==> src/rtl/vectrex_pkg.sv <==
// Shared vectrex types and helpers: cart loader FSM states, default cart width,
// and the MSB-fill function used by both the loader and the cart mappers.
package vectrex_pkg;

  typedef enum logic [1:0] {
    IDLE,
    LOAD,
    SKIP_WAIT,
    SKIP_RST
  } loader_state_t;

  localparam int CART_AW_DEF = 15;

  // Sets every bit at and below the most significant set bit; 0 stays 0.
  function automatic logic [31:0] smear(input logic [31:0] x);
    logic [31:0] r;
    r = x;
    for (int s = 1; s < 32; s = s * 2) begin
      r = r | (r >> s);
    end
    return r;
  endfunction

endpackage

==> src/rtl/vectrex_cart_loader.sv <==
// HPS ioctl download -> cart RAM write path, cart mirror mask/size tracking,
// and core reset generation including the optional "skip logo" second reset.
module vectrex_cart_loader
  import vectrex_pkg::*;
#(
  parameter int CART_AW      = CART_AW_DEF,
  parameter int SKIP_TIMEOUT = 5000000,
  parameter int RESET_PULSE  = 1000
) (
  input  logic               clk_sys,
  input  logic               reset,
  input  logic               ioctl_download,
  input  logic               ioctl_wr,
  input  logic [24:0]        ioctl_addr,
  input  logic [7:0]         ioctl_dout,
  input  logic               skip_logo,
  input  logic               user_reset,
  output logic               cart_we,
  output logic [CART_AW-1:0] cart_waddr,
  output logic [7:0]         cart_wdata,
  output logic [CART_AW-1:0] cart_mask,
  output logic [CART_AW:0]   cart_size,
  output logic               core_reset,
  output logic               busy
);

  localparam int CW = $clog2(SKIP_TIMEOUT + 1);
  localparam logic [CW-1:0] WAIT_INIT  = CW'(SKIP_TIMEOUT - RESET_PULSE);
  localparam logic [CW-1:0] PULSE_INIT = CW'(RESET_PULSE);
  localparam logic [CW-1:0] CNT_ONE    = CW'(1);

  loader_state_t state_q, state_d;
  logic [CW-1:0] cnt_q, cnt_d;
  logic          dl_q;

  logic dl_rise, dl_fall, wr_ok;
  logic [CART_AW-1:0] addr_w;
  logic [CART_AW-1:0] addr_smear;
  logic [CART_AW:0]   addr_p1;

  assign dl_rise    = ioctl_download & ~dl_q;
  assign dl_fall    = ~ioctl_download & dl_q;
  assign addr_w     = ioctl_addr[CART_AW-1:0];
  assign addr_smear = CART_AW'(smear(32'(addr_w)));
  assign addr_p1    = {1'b0, addr_w} + (CART_AW + 1)'(1);
  // The falling-edge cycle is still LOAD, so a strobe there is accepted.
  assign wr_ok      = (state_q == LOAD) && ioctl_wr && ((ioctl_addr >> CART_AW) == '0);
  assign busy       = (state_q != IDLE);

  // NOTE: every variable gets a default first so no path leaves it unassigned (no latch).
  always_comb begin
    state_d = state_q;
    cnt_d   = cnt_q;
    if (dl_rise) begin
      state_d = LOAD;
      cnt_d   = '0;
    end else begin
      case (state_q)
        LOAD: begin
          if (dl_fall) begin
            if (skip_logo) begin
              state_d = SKIP_WAIT;
              cnt_d   = WAIT_INIT;
            end else begin
              state_d = IDLE;
            end
          end
        end
        SKIP_WAIT: begin
          if (cnt_q == CNT_ONE) begin
            state_d = SKIP_RST;
            cnt_d   = PULSE_INIT;
          end else begin
            cnt_d = cnt_q - CNT_ONE;
          end
        end
        SKIP_RST: begin
          if (cnt_q == CNT_ONE) begin
            state_d = IDLE;
          end else begin
            cnt_d = cnt_q - CNT_ONE;
          end
        end
        default: ;
      endcase
    end
  end

  // NOTE: registered state uses non-blocking assignments so every flop samples pre-edge values.
  always_ff @(posedge clk_sys) begin
    if (reset) begin
      state_q    <= IDLE;
      cnt_q      <= '0;
      dl_q       <= 1'b0;
      cart_we    <= 1'b0;
      cart_waddr <= '0;
      cart_wdata <= '0;
      cart_mask  <= '0;
      cart_size  <= '0;
      core_reset <= 1'b1;
    end else begin
      state_q <= state_d;
      cnt_q   <= cnt_d;
      dl_q    <= ioctl_download;
      cart_we <= wr_ok;
      if (wr_ok) begin
        cart_waddr <= addr_w;
        cart_wdata <= ioctl_dout;
      end
      if (dl_rise) begin
        cart_mask <= '0;
        cart_size <= '0;
      end else if (wr_ok) begin
        cart_mask <= cart_mask | addr_smear;
        if (addr_p1 > cart_size) cart_size <= addr_p1;
      end
      core_reset <= user_reset | ioctl_download | (state_q == SKIP_RST);
    end
  end

endmodule

==> config.mk <==
export PLATFORM = sky130hd
export DESIGN_NAME = vectrex_cart_loader
export DESIGN_NICKNAME = d
export VERILOG_FILES = /design/src/rtl/vectrex_pkg.sv /design/src/rtl/vectrex_cart_loader.sv
export SDC_FILE = /design/constraint.sdc
export NUM_CORES = 1
export LEC_CHECK = 0
export BUFFER_PORTS_ARGS = -buffer_cell sky130_fd_sc_hd__buf_2
export CAP_MARGIN = 40
export CORE_MARGIN = 3
export CORE_UTILIZATION = 55
export DETAILED_ROUTE_END_ITERATION = 8
export PLACE_DENSITY_LB_ADDON = 0.12
export SYNTH_ARGS = -nofsm -noshare
export SYNTH_HDL_FRONTEND = slang
export SYNTH_SLANG_ARGS = --single-unit
==> constraint.sdc <==
create_clock -name clk_sys -period 4.8 [get_ports clk_sys]
set_clock_uncertainty 0.2 [all_clocks]
set_input_delay 0.96 -clock clk_sys [delete_from_list [all_inputs] [get_ports clk_sys]]
set_output_delay 0.96 -clock clk_sys [all_outputs]
set_load 0.02 [all_outputs]
==> results_tabular.tex <==
\begin{tabular}{lr}
\hline
Metric & Value \\
\hline
\multicolumn{2}{l}{\textbf{Timing}} \\
\quad Tightest Pin Transition & 0.704 ns \\
\quad Final setup violating endpoints & 0 \\
\quad Setup repair after global routing missed its margin & false \\
\quad Final number of hold-violating endpoints & 0 \\
\quad Minimum hold slack & 0.256 ns \\
\quad Tightest slew margin relative to the limit & 52.8\% \\
\quad Number of slew-limit violations in the final report & 0 \\
\quad Share of the cycle needed by the critical path after routing & 74.8\% \\
\quad Highest clock rate & 0.279 GHz \\
\quad Final-layout setup total negative slack & 0 ns \\
\quad Final critical-path required period & 3.59 ns \\
\multicolumn{2}{l}{\textbf{Placed design}} \\
\quad Instance area at placement & 4890 sq um \\
\quad HPWL after detailed placement & 8.09 mm \\
\quad Input/output buffers & 95 \\
\quad Routability congestion estimate from global placement & 0.889 \\
\multicolumn{2}{l}{\textbf{Worst setup path}} \\
\quad Category of the worst setup path capture point & register \\
\quad Start of the worst register-to-register path & state\_q[1] \\
\quad RR Endpoint & cnt\_q[17] \\
\quad Crit-path max FO & 16 \\
\quad Worst-case reg-to-reg path depth & 6 \\
\quad Start point of the critical path & ioctl\_addr[5] \\
\quad Worst reg2reg setup slack & 2.07 ns \\
\quad Arrival time at the worst endpoint & 3.67 ns \\
\quad CP Launch Type & input port \\
\quad Req. time, crit path & 4.88 ns \\
\quad Setup CP Type & input port to register \\
\multicolumn{2}{l}{\textbf{Clock network}} \\
\quad Clk sink count & 82 \\
\quad CTS Buffer Depth & 2 \\
\quad Clock root buffer & sky130\_fd\_sc\_hd\_\_clkbuf\_8 \\
\quad Number of buffers inserted to repair setup after CTS & 0 \\
\quad TritonCTS clock tree & done \\
\quad Clock Pin Slew Worst Setup and Hold Paths & 0.09 ns \\
\quad Num CTS Buffers & 9 \\
\quad Skew-Pair Late Insertion Delay & 0.35 ns \\
\quad Clock H-tree levels & 3 \\
\quad Cts repair resizes & 0 \\
\quad CTS hold repair buffers & 0 \\
\multicolumn{2}{l}{\textbf{Detailed routing}} \\
\quad Via total after detailed routing & 4,100 \\
\quad Final ANT Viol Nets & 0 \\
\quad Number of DRC violations after detailed routing & 0 \\
\quad Count of TritonRoute iterations in the first routing pass & 5 \\
\quad Number of DRC markers in iteration 0 & 154 \\
\quad DR WL/cell & 15.0 um \\
\quad Mean number of vias per cell & 5.65 \\
\quad Total wire length & 10.9 mm \\
\multicolumn{2}{l}{\textbf{Synthesis}} \\
\quad Post-synthesis instance area & 4360 sq um \\
\quad Cell variety after synth & 63 \\
\quad Number of register bits inferred by synthesis & 82 \\
\quad Post-Syn Instances & 539 \\
\quad Largest area contributor in the synthesized netlist & sky130\_fd\_sc\_hd\_\_dfxtp\_1 \\
\quad Mean post-synth cell area & 8.10 sq um \\
\quad Yosys warning total & 0 \\
\quad Area share of the leading cell type in the synthesized netlist & 37.6\% \\
\quad Number of enable-type register cells in the synthesized netlist & 0 \\
\quad Most used flip-flop cell after synthesis & sky130\_fd\_sc\_hd\_\_dfxtp\_1 \\
\quad Sequential share of the synthesized area & 37.6\% \\
\quad Share of flip-flops with an asynchronous set or reset after synthesis & 0\% \\
\quad Top cells by area, synth & sky130\_fd\_sc\_hd\_\_dfxtp\_1, sky130\_fd\_sc\_hd\_\_nand2\_1, sky130\_fd\_sc\_hd\_\_ha\_1 \\
\quad Post-Synthesis Net Count & 600 \\
\multicolumn{2}{l}{\textbf{Global route}} \\
\quad Total Routing Usage GR & 25.4\% \\
\quad Initial antenna violation count & 0 \\
\quad GR Overflow Total & 0 \\
\quad Vias in the first global route & 3,964 \\
\quad Pin count of the biggest net entering global routing & 43 \\
\quad Global-route wire length before repair & 18.4 mm \\
\multicolumn{2}{l}{\textbf{Layout}} \\
\quad Area grow syn2layout & 16.2\% \\
\quad Post-layout instance area & 5070 sq um \\
\quad Filler cell count & 638 \\
\quad Proportion of layout cells with a drive suffix above 1 & 21.6\% \\
\quad Nets & 682 \\
\multicolumn{2}{l}{\textbf{Pwr}} \\
\quad Leakage power total & 2.12 nW \\
\quad Final Total Pwr & 1.28 mW \\
\quad Areal power density over the cells & 252 nW/um\^{}2 \\
\quad IR drop worst, VDD & 0.173 mV \\
\multicolumn{2}{l}{\textbf{Floorplanning}} \\
\quad Die Wd & 95.1 um \\
\quad Initial core utilization & 58.3\% \\
\quad Die outline area & 9040 sq um \\
\quad Cell Rows & 31 \\
\quad Core box area & 7490 sq um \\
\quad Y dimension of the die & 95.1 um \\
\quad Number of top-level pins & 96 \\
\multicolumn{2}{l}{\textbf{Hold path}} \\
\quad WHS Endpoint & cart\_wdata[5] \\
\quad Worst hold start & cart\_wdata[5] \\
\quad Number of cells traversed by the worst hold path & 2 \\
\quad Worst hold path type & register to register \\
\multicolumn{2}{l}{\textbf{Flow run}} \\
\quad Maxcap violations & 0 \\
\multicolumn{2}{l}{\textbf{Run status}} \\
\quad Run status & finished clean \\
\hline
\end{tabular}
[how the worst max path moves through the flow]
stage                               end  slack, ns
after floorplan           cart_size[10]       0.86
after detailed placement  cart_size[11]       0.84
after global placement    cart_size[10]       1.03
final                     cart_size[11]       1.21
after global routing      cart_size[13]       0.84
after CTS                 cart_size[11]       1.20
[through the flow]
| stage | worst slack (ns) | instances | utilization (%) |
|---|---|---|---|
| detailed placement | 0.835 | 709 | 65.3 |
| finish | 1.21 | 726 | 67.7 |
| CTS | 1.20 | 725 | 67.7 |
| global route | 0.844 | 725 | 67.7 |
| floorplan | 0.858 | 539 | - |
| global placement | 1.03 | 708 | 65.2 |
[power by group]
group | switching, mW | internal, mW
sequential | 0.00400 | 0.683
clock | 0.267 | 0.191
combinational | 0.0832 | 0.0511
[metal layers]
layer  global-route usage [%]  routed length, um
met5                        0                  0
met4                     7.69                187
met3                     6.00                611
met2                     44.3               5490
met1                     31.0               4630
[state kept, by name, indices dropped and copies added (netlist names)]
| signal | count |
|---|---|
| cnt_q | 23 |
| state_q | 2 |
| cart_waddr | 15 |
| cart_size | 16 |
| dl_q | 1 |
| cart_wdata | 8 |
| cart_mask | 15 |
| cart_we | 1 |
| core_reset | 1 |
[cells in the mapped netlist (all sizes together), types with 5 or more instances]
master  instances
mux2i          18
nor2           35
a21oi          53
inv            33
clkbuf         25
nand4          11
nand3          10
nor4           10
o21a            8
a31oi           5
or4            10
ha             22
xor2            9
o21ai          17
nand2          92
dfxtp          82
xnor2           6
nor3           22
or3             6
[layout make-up]
cell class | count | area [sq um] | share of cell area [%]
timing repair buffer | 100 | 513 | 10.1
antenna | 1 | 2.50 | 0.0493
tap | 99 | 124 | 2.44
clock inverter | 7 | 55.1 | 1.09
sequential | 82 | 1640 | 32.4
inverter | 33 | 124 | 2.44
clock buffer | 9 | 124 | 2.44
multi-input combinational | 395 | 2490 | 49.1
[logic make-up (layout without fill, tap and decap cells)]
kind of cell | after synthesis | after routing | share of synthesized area (%)
AND/OR/NAND/NOR | 221 | 221 | 26.2
other | 0 | 1 | 0
adder cells (fa/ha/maj) | 22 | 22 | 6.31
buffers and inverters | 62 | 149 | 5.45
flip-flops | 82 | 82 | 37.6
XOR/XNOR | 15 | 15 | 3.01
multiplexers | 18 | 18 | 4.13
AO/OA/AOI/OAI | 119 | 119 | 17.3
[placed cells by master (no fill, tap or decap), types with 9 or more instances in the layout]
| cell | netlist | layout |
|---|---|---|
| sky130_fd_sc_hd__a21oi_1 | 53 | 53 |
| sky130_fd_sc_hd__buf_2 | 4 | 95 |
| sky130_fd_sc_hd__clkbuf_8 | 0 | 9 |
| sky130_fd_sc_hd__dfxtp_1 | 82 | 82 |
| sky130_fd_sc_hd__ha_1 | 22 | 22 |
| sky130_fd_sc_hd__inv_1 | 33 | 33 |
| sky130_fd_sc_hd__mux2i_1 | 18 | 18 |
| sky130_fd_sc_hd__nand2_1 | 90 | 90 |
| sky130_fd_sc_hd__nand3_1 | 9 | 9 |
| sky130_fd_sc_hd__nand4_1 | 11 | 11 |
| sky130_fd_sc_hd__nor2_1 | 34 | 33 |
| sky130_fd_sc_hd__nor3_1 | 19 | 19 |
| sky130_fd_sc_hd__o21ai_0 | 13 | 13 |
| sky130_fd_sc_hd__xor2_1 | 9 | 9 |
[critical path, stage by stage]
cell and delay, ns:
sky130_fd_sc_hd__buf_2 0.18, sky130_fd_sc_hd__nand4_1 0.25, sky130_fd_sc_hd__nor4_1 0.41, sky130_fd_sc_hd__xnor2_1 0.15
sky130_fd_sc_hd__ha_1 0.31, sky130_fd_sc_hd__nand4_1 0.18, sky130_fd_sc_hd__nor3_1 0.27, sky130_fd_sc_hd__a21boi_0 0.26
sky130_fd_sc_hd__o31a_1 0.17, sky130_fd_sc_hd__buf_4 0.28, sky130_fd_sc_hd__mux2i_1 0.24
(Power assumes the default switching activity.)
